File: src/rtl/id_ex_stage_if.sv
// Handshake, operand and forwarding bundle between decode, the ID/EX stage and the ALU side.
// "slave" is the stage's view; "master" is the driving environment's view.
interface id_ex_stage_if #(
    parameter int XLEN = 64,
    parameter int REGW = 5
);
    logic            in_valid;
    logic            in_ready;
    logic [XLEN-1:0] in_rs1_data;
    logic [XLEN-1:0] in_rs2_data;
    logic [XLEN-1:0] in_imm;
    logic [REGW-1:0] in_rs1;
    logic [REGW-1:0] in_rs2;
    logic [REGW-1:0] in_rd;
    logic            in_alu_src;
    logic [3:0]      in_alu_op;
    logic            in_reg_write;
    logic            flush;
    logic            out_ready;
    logic            exmem_reg_write;
    logic [REGW-1:0] exmem_rd;
    logic [XLEN-1:0] exmem_result;
    logic            memwb_reg_write;
    logic [REGW-1:0] memwb_rd;
    logic [XLEN-1:0] memwb_result;
    logic            out_valid;
    logic [XLEN-1:0] A;
    logic [XLEN-1:0] B;
    logic [3:0]      OP;
    logic [XLEN-1:0] out_store_data;
    logic [REGW-1:0] out_rd;
    logic            out_reg_write;
    logic [1:0]      fwd_a;
    logic [1:0]      fwd_b;

    modport slave (
        input  in_valid, in_rs1_data, in_rs2_data, in_imm, in_rs1, in_rs2, in_rd,
               in_alu_src, in_alu_op, in_reg_write, flush, out_ready,
               exmem_reg_write, exmem_rd, exmem_result,
               memwb_reg_write, memwb_rd, memwb_result,
        output in_ready, out_valid, A, B, OP, out_store_data, out_rd, out_reg_write,
               fwd_a, fwd_b
    );

    modport master (
        output in_valid, in_rs1_data, in_rs2_data, in_imm, in_rs1, in_rs2, in_rd,
               in_alu_src, in_alu_op, in_reg_write, flush, out_ready,
               exmem_reg_write, exmem_rd, exmem_result,
               memwb_reg_write, memwb_rd, memwb_result,
        input  in_ready, out_valid, A, B, OP, out_store_data, out_rd, out_reg_write,
               fwd_a, fwd_b
    );
endinterface

File: src/rtl/id_ex_stage.sv
// ID/EX holding register feeding the ALU; operands pass through a combinational
// EX/MEM > MEM/WB > register-file forwarding mux evaluated against the held indices.
module id_ex_stage #(
    parameter int XLEN = 64,
    parameter int REGW = 5
) (
    input  logic          clk,
    input  logic          reset,
    id_ex_stage_if.slave  bus
);

    logic                   vld_p0;
    logic signed [XLEN-1:0] rs1_data_p0;
    logic signed [XLEN-1:0] rs2_data_p0;
    logic signed [XLEN-1:0] imm_p0;
    logic        [REGW-1:0] rs1_p0;
    logic        [REGW-1:0] rs2_p0;
    logic        [REGW-1:0] rd_p0;
    logic                   alu_src_p0;
    logic        [3:0]      alu_op_p0;
    logic                   reg_write_p0;

    logic                   in_ready;
    logic        [1:0]      sel_a;
    logic        [1:0]      sel_b;
    logic signed [XLEN-1:0] opa;
    logic signed [XLEN-1:0] rs2_fwd;

    function automatic logic [1:0] fwd_sel(
        input logic [REGW-1:0] src,
        input logic            ex_we,
        input logic [REGW-1:0] ex_rd,
        input logic            wb_we,
        input logic [REGW-1:0] wb_rd
    );
        if (ex_we && (ex_rd != '0) && (ex_rd == src))
            return 2'b10;
        else if (wb_we && (wb_rd != '0) && (wb_rd == src))
            return 2'b01;
        else
            return 2'b00;
    endfunction

    function automatic logic signed [XLEN-1:0] fwd_val(
        input logic        [1:0]      sel,
        input logic signed [XLEN-1:0] regval,
        input logic signed [XLEN-1:0] ex_val,
        input logic signed [XLEN-1:0] wb_val
    );
        case (sel)
            2'b10:   return ex_val;
            2'b01:   return wb_val;
            default: return regval;
        endcase
    endfunction

    assign in_ready = !vld_p0 || bus.out_ready;

    // Stage p0: capture on handshake, hold on stall; flush squashes only the control bits
    always_ff @(posedge clk) begin
        if (reset) begin
            vld_p0       <= 1'b0;
            reg_write_p0 <= 1'b0;
            rs1_data_p0  <= '0;
            rs2_data_p0  <= '0;
            imm_p0       <= '0;
            rs1_p0       <= '0;
            rs2_p0       <= '0;
            rd_p0        <= '0;
            alu_src_p0   <= 1'b0;
            alu_op_p0    <= 4'b0000;
        end else if (bus.flush) begin
            vld_p0       <= 1'b0;
            reg_write_p0 <= 1'b0;
        end else if (bus.in_valid && in_ready) begin
            vld_p0       <= 1'b1;
            reg_write_p0 <= bus.in_reg_write && (bus.in_rd != '0);
            rs1_data_p0  <= bus.in_rs1_data;
            rs2_data_p0  <= bus.in_rs2_data;
            imm_p0       <= bus.in_imm;
            rs1_p0       <= bus.in_rs1;
            rs2_p0       <= bus.in_rs2;
            rd_p0        <= bus.in_rd;
            alu_src_p0   <= bus.in_alu_src;
            alu_op_p0    <= bus.in_alu_op;
        end else if (bus.out_ready) begin
            vld_p0       <= 1'b0;
        end
    end

    // Forwarding mux on the held operands, no register in the path
    always_comb begin
        sel_a   = fwd_sel(rs1_p0, bus.exmem_reg_write, bus.exmem_rd,
                          bus.memwb_reg_write, bus.memwb_rd);
        sel_b   = fwd_sel(rs2_p0, bus.exmem_reg_write, bus.exmem_rd,
                          bus.memwb_reg_write, bus.memwb_rd);
        opa     = fwd_val(sel_a, rs1_data_p0, bus.exmem_result, bus.memwb_result);
        rs2_fwd = fwd_val(sel_b, rs2_data_p0, bus.exmem_result, bus.memwb_result);
    end

    assign bus.in_ready       = in_ready;
    assign bus.out_valid      = vld_p0;
    assign bus.A              = opa;
    assign bus.B              = alu_src_p0 ? imm_p0 : rs2_fwd;
    assign bus.OP             = alu_op_p0;
    assign bus.out_store_data = rs2_fwd;
    assign bus.out_rd         = rd_p0;
    assign bus.out_reg_write  = reg_write_p0;
    assign bus.fwd_a          = sel_a;
    assign bus.fwd_b          = sel_b;

endmodule

File: src/flat_wrapper.sv
// flat-port wrapper written by rule: the top's interface ports become plain ports
module id_ex_stage_flat 
#(
    parameter int XLEN = 64,
    parameter int REGW = 5
)
  (clk, reset, bus_in_valid, bus_in_rs1_data, bus_in_rs2_data, bus_in_imm, bus_in_rs1, bus_in_rs2, bus_in_rd, bus_in_alu_src, bus_in_alu_op, bus_in_reg_write, bus_flush, bus_out_ready, bus_exmem_reg_write, bus_exmem_rd, bus_exmem_result, bus_memwb_reg_write, bus_memwb_rd, bus_memwb_result, bus_in_ready, bus_out_valid, bus_A, bus_B, bus_OP, bus_out_store_data, bus_out_rd, bus_out_reg_write, bus_fwd_a, bus_fwd_b);
  id_ex_stage_if #(.XLEN(XLEN), .REGW(REGW)) bus_i ();
  input  logic clk;
  input  logic reset;
  input wire logic [$bits(bus_i.in_valid)-1:0] bus_in_valid;
  input wire logic [$bits(bus_i.in_rs1_data)-1:0] bus_in_rs1_data;
  input wire logic [$bits(bus_i.in_rs2_data)-1:0] bus_in_rs2_data;
  input wire logic [$bits(bus_i.in_imm)-1:0] bus_in_imm;
  input wire logic [$bits(bus_i.in_rs1)-1:0] bus_in_rs1;
  input wire logic [$bits(bus_i.in_rs2)-1:0] bus_in_rs2;
  input wire logic [$bits(bus_i.in_rd)-1:0] bus_in_rd;
  input wire logic [$bits(bus_i.in_alu_src)-1:0] bus_in_alu_src;
  input wire logic [$bits(bus_i.in_alu_op)-1:0] bus_in_alu_op;
  input wire logic [$bits(bus_i.in_reg_write)-1:0] bus_in_reg_write;
  input wire logic [$bits(bus_i.flush)-1:0] bus_flush;
  input wire logic [$bits(bus_i.out_ready)-1:0] bus_out_ready;
  input wire logic [$bits(bus_i.exmem_reg_write)-1:0] bus_exmem_reg_write;
  input wire logic [$bits(bus_i.exmem_rd)-1:0] bus_exmem_rd;
  input wire logic [$bits(bus_i.exmem_result)-1:0] bus_exmem_result;
  input wire logic [$bits(bus_i.memwb_reg_write)-1:0] bus_memwb_reg_write;
  input wire logic [$bits(bus_i.memwb_rd)-1:0] bus_memwb_rd;
  input wire logic [$bits(bus_i.memwb_result)-1:0] bus_memwb_result;
  output wire logic [$bits(bus_i.in_ready)-1:0] bus_in_ready;
  output wire logic [$bits(bus_i.out_valid)-1:0] bus_out_valid;
  output wire logic [$bits(bus_i.A)-1:0] bus_A;
  output wire logic [$bits(bus_i.B)-1:0] bus_B;
  output wire logic [$bits(bus_i.OP)-1:0] bus_OP;
  output wire logic [$bits(bus_i.out_store_data)-1:0] bus_out_store_data;
  output wire logic [$bits(bus_i.out_rd)-1:0] bus_out_rd;
  output wire logic [$bits(bus_i.out_reg_write)-1:0] bus_out_reg_write;
  output wire logic [$bits(bus_i.fwd_a)-1:0] bus_fwd_a;
  output wire logic [$bits(bus_i.fwd_b)-1:0] bus_fwd_b;
  assign bus_i.in_valid = bus_in_valid;
  assign bus_i.in_rs1_data = bus_in_rs1_data;
  assign bus_i.in_rs2_data = bus_in_rs2_data;
  assign bus_i.in_imm = bus_in_imm;
  assign bus_i.in_rs1 = bus_in_rs1;
  assign bus_i.in_rs2 = bus_in_rs2;
  assign bus_i.in_rd = bus_in_rd;
  assign bus_i.in_alu_src = bus_in_alu_src;
  assign bus_i.in_alu_op = bus_in_alu_op;
  assign bus_i.in_reg_write = bus_in_reg_write;
  assign bus_i.flush = bus_flush;
  assign bus_i.out_ready = bus_out_ready;
  assign bus_i.exmem_reg_write = bus_exmem_reg_write;
  assign bus_i.exmem_rd = bus_exmem_rd;
  assign bus_i.exmem_result = bus_exmem_result;
  assign bus_i.memwb_reg_write = bus_memwb_reg_write;
  assign bus_i.memwb_rd = bus_memwb_rd;
  assign bus_i.memwb_result = bus_memwb_result;
  assign bus_in_ready = bus_i.in_ready;
  assign bus_out_valid = bus_i.out_valid;
  assign bus_A = bus_i.A;
  assign bus_B = bus_i.B;
  assign bus_OP = bus_i.OP;
  assign bus_out_store_data = bus_i.out_store_data;
  assign bus_out_rd = bus_i.out_rd;
  assign bus_out_reg_write = bus_i.out_reg_write;
  assign bus_fwd_a = bus_i.fwd_a;
  assign bus_fwd_b = bus_i.fwd_b;
  id_ex_stage #(.XLEN(XLEN), .REGW(REGW)) u_core (.clk(clk), .reset(reset), .bus(bus_i));
endmodule
File: config.mk
export PLATFORM = sky130hd
export DESIGN_NAME = id_ex_stage_flat
export DESIGN_NICKNAME = d
export VERILOG_FILES = /design/src/rtl/id_ex_stage_if.sv /design/src/rtl/id_ex_stage.sv /design/src/flat_wrapper.sv
export SDC_FILE = /design/constraint.sdc
export NUM_CORES = 1
export LEC_CHECK = 0
export ABC_AREA = 1
export CAP_MARGIN = 20
export CORE_AREA = 4 4 216 218
export CTS_BUF_LIST = sky130_fd_sc_hd__clkbuf_4 sky130_fd_sc_hd__clkbuf_8
export DETAILED_ROUTE_END_ITERATION = 12
export DIE_AREA = 0 0 220 222
export SYNTH_ARGS = -nofsm -noshare
export SYNTH_HDL_FRONTEND = slang
export SYNTH_SLANG_ARGS = --single-unit
File: constraint.sdc
create_clock -name clk -period 2.5 [get_ports clk]
set_input_delay 0.5 -clock clk [delete_from_list [all_inputs] [get_ports clk]]
set_output_delay 0.5 -clock clk [all_outputs]
set_load 0.005 [all_outputs]
==> summary.txt <==
Setup path
  • CP Data Required Time: 2.00 ns
  • CP arrival: 2.66 ns
  • Worst Setup Start Kind: register
  • Capturing point of the worst reg2reg path: u_core.rs1_data_p0[57]
  • R2R cell count: 5
  • Critical path fanouts, max: 32
  • Worst R2R Setup Slack: 0.82 ns
  • Setup CP Type: reg -> out
  • Crit. End Element: primary output
  • Worst R2R Start: u_core.bus.out_valid

GRT
  • Pin count of the biggest net entering global routing: 101
  • First-pass GRT wire length: 100,200 um
  • Vias in the first global route: 16,130
  • Antenna violations before repair: 8
  • Remaining Overflow, GRT: 0
  • Total track usage: 26.61%

Final layout
  • Most common library cell in the layout ignoring fill and taps: nand2_1
  • Area of the multi-input gates: 7751 um^2
  • Synth-to-layout area growth: 92.27%
  • Layout cells sized above 1: 28.06%
  • Fillers: 4,279
  • Most frequent cells in the layout: nand2_1 (574), clkdlybuf4s50_1 (370), nand3_1 (349)
  • Reg area: 4307 um^2
  • NumNets Final: 2,864

Timing
  • Tcrit/Tclk final: 126.3%
  • Setup_tns: -82.56 ns
  • Final hold vios: 0
  • RSZ-0062 raised after global routing: true
  • Post-route minimum period: 3.156 ns
  • Fmax: 0.3168 GHz
  • Slew Limit Headroom: 57.06%
  • PnR worst setup slack: -0.6564 ns
  • Worst hold slack: 0.3983 ns
  • Clk_skew: 0.01412 ns
  • Final slew viol count: 0
  • Final setup viols: 196
  • Worst slew pin tran: 0.6441 ns

Synthesis
  • Synthesized instance count: 1,809
  • Register area share after synthesis: 36.41%
  • Netlist Area Pre-Place: 11,770 um^2
  • Avg Synthesized Cell Area: 6.505 um^2
  • Syn nets: 2,167
  • Synth cell types: 26
  • Flops & latches, synth: 214
  • Ys Warns: 0

Route
  • # DRC: 0
  • Via Count: 16,400
  • Remaining antenna violation count after routing: 0
  • Initial DRC Count: 1,749
  • Total wire length: 71,070 um
  • Routed length per instance: 22.63 um
  • Drt pass-1 iters: 5
  • Via density: 5.222

Placed design
  • Buffers on Ports: 565
  • GPL Wtd Cong: 0.9284
  • Pre-CTS WS: -0.8975 ns
  • HPWL after DPL: 42,370 um

Die
  • Num rows: 78
  • Core region area: 44,890 um^2
  • Die width: 220 um
  • Starting Density: 26.21%
  • I/O pin count: 566
  • Full die area: 48,840 um^2
  • Chip height: 222 um

Outcome
  • Failing checks: negative setup slack
  • Status: finished with violations

Clocking
  • CTS Buf Count: 42
  • Clk sinks: 214
  • Worst skew pair latency: 0.58 ns
  • Worst-path clk slew: 0.06 ns
  • TritonCTS clock tree: done
  • H-tree depth: 2
  • Clock Tree Buf Depth: 3
  • CTS root buf: clkbuf_8

Pwr
  • Power per cell area: 453.8 nW/um^2
  • Leak pwr: 9.924 nW
  • Worst VDD drop: 0.5812 mV

Min path
  • Hold Crit Class: in -> reg
  • Hold path startpoint: reset
  • Hold path endpoint: u_core.rs1_p0[2]
  • Hold Path Stages: 2

Job
  • Max Cap Viol: 0
## metrics by stage
step	util, %	cell area, um^2	power, W	instances
finish	50.40	22630	0.01027	3141
detailed placement	41.90	18810	0.006003	2928
floorplan	-	11770	0.004492	1809
global placement	41.90	18810	0.005995	2928
CTS	48.51	21780	0.01023	3094
global route	50.39	22620	0.01068	3139
## cells in the mapped netlist (all sizes together)
library cell / count / share of area (%)
clkbuf: 76 / 2.4
buf: 91 / 4.4
nand3b: 2 / 0.13
nor2: 21 / 0.83
or2: 1 / 0.053
xor2: 8 / 0.60
inv: 20 / 0.64
nor3: 1 / 0.042
a211oi: 6 / 0.38
a21oi: 208 / 8.8
xnor2: 7 / 0.52
o41ai: 1 / 0.074
nand2: 618 / 20
a21boi: 1 / 0.064
nand3: 532 / 25
o21ai: 1 / 0.042
dfxtp: 214 / 36
nor2b: 1 / 0.053
## registers in the layout, indices dropped and copies added (netlist names)
signal	cells
u_core.bus.out_reg_write	1
u_core.rs1_data_p0	64
u_core.rs2_p0	5
u_core.bus.out_valid	1
u_core.bus.out_rd	5
u_core.alu_src_p0	1
u_core.rs2_data_p0	64
u_core.bus.OP	4
u_core.rs1_p0	5
u_core.imm_p0	64
## worst max-delay path, stage by stage (launching register included)
cell and delay [ns]:
dfxtp_4 0.36, buf_6 0.12, buf_6 0.11, xnor2_2 0.14, nand2_1 0.08, nor2_2 0.15, nand3_4 0.13, buf_12 0.19
nand3_1 0.16, nand3_1 0.11, clkdlybuf4s50_1 0.46
## worst max path at each step
stage,start,end,cells after the start
floorplan,bus_memwb_rd[3],bus_B[44],11
global placement,bus_memwb_rd[1],bus_A[49],12
detailed placement,bus_memwb_rd[1],bus_A[3],12
CTS,u_core.rs2_p0[1],bus_fwd_b[0],10
global route,u_core.rs2_p0[1],bus_out_store_data[33],10
finish,u_core.rs2_p0[1],bus_out_store_data[33],10
## report_power, final
group | internal (W) | switching [W]
combinational | 0.00130 | 0.00115
sequential | 0.00358 | 0.000111
clock | 0.00247 | 0.00165
## cell type report
cell class,instances,area share (%)
Clock buffer,64,3.589
Multi-Input combinational cell,1408,34.26
Sequential cell,214,19.03
Antenna cell,7,0.07742
Tap cell,600,3.318
Timing Repair Buffer,820,38.53
Inverter,20,0.5751
Clock inverter,8,0.6194
## layer usage
metal  track usage, %  vias up  share of wire (%)
met2            42.71      926                 46
met1            34.31     7839                 41
met5                0        -              0.018
met3            6.921      163                9.7
met4            9.887        2                3.1
li1                 -     7472                  -
## kinds of logic after synthesis
family                    after synthesis  synth area share, %
and+or+nand+nor                      1176                45.59
AOI/OAI and AO/OA                     217                9.410
DFF                                   214                36.41
buffers and inverters                 187                7.475
xor gates and xnor gates               15                1.116
## what timing repair did
action                     in CTS  in global routing
gates cloned                   28                 10
hold buffers                    0                  0
buffers inserted               68                 42
pin swaps                      68                 62
resized for setup             562                334
setup endpoints to repair     196                196
Note: power is estimated with default switching activity, not from simulation.
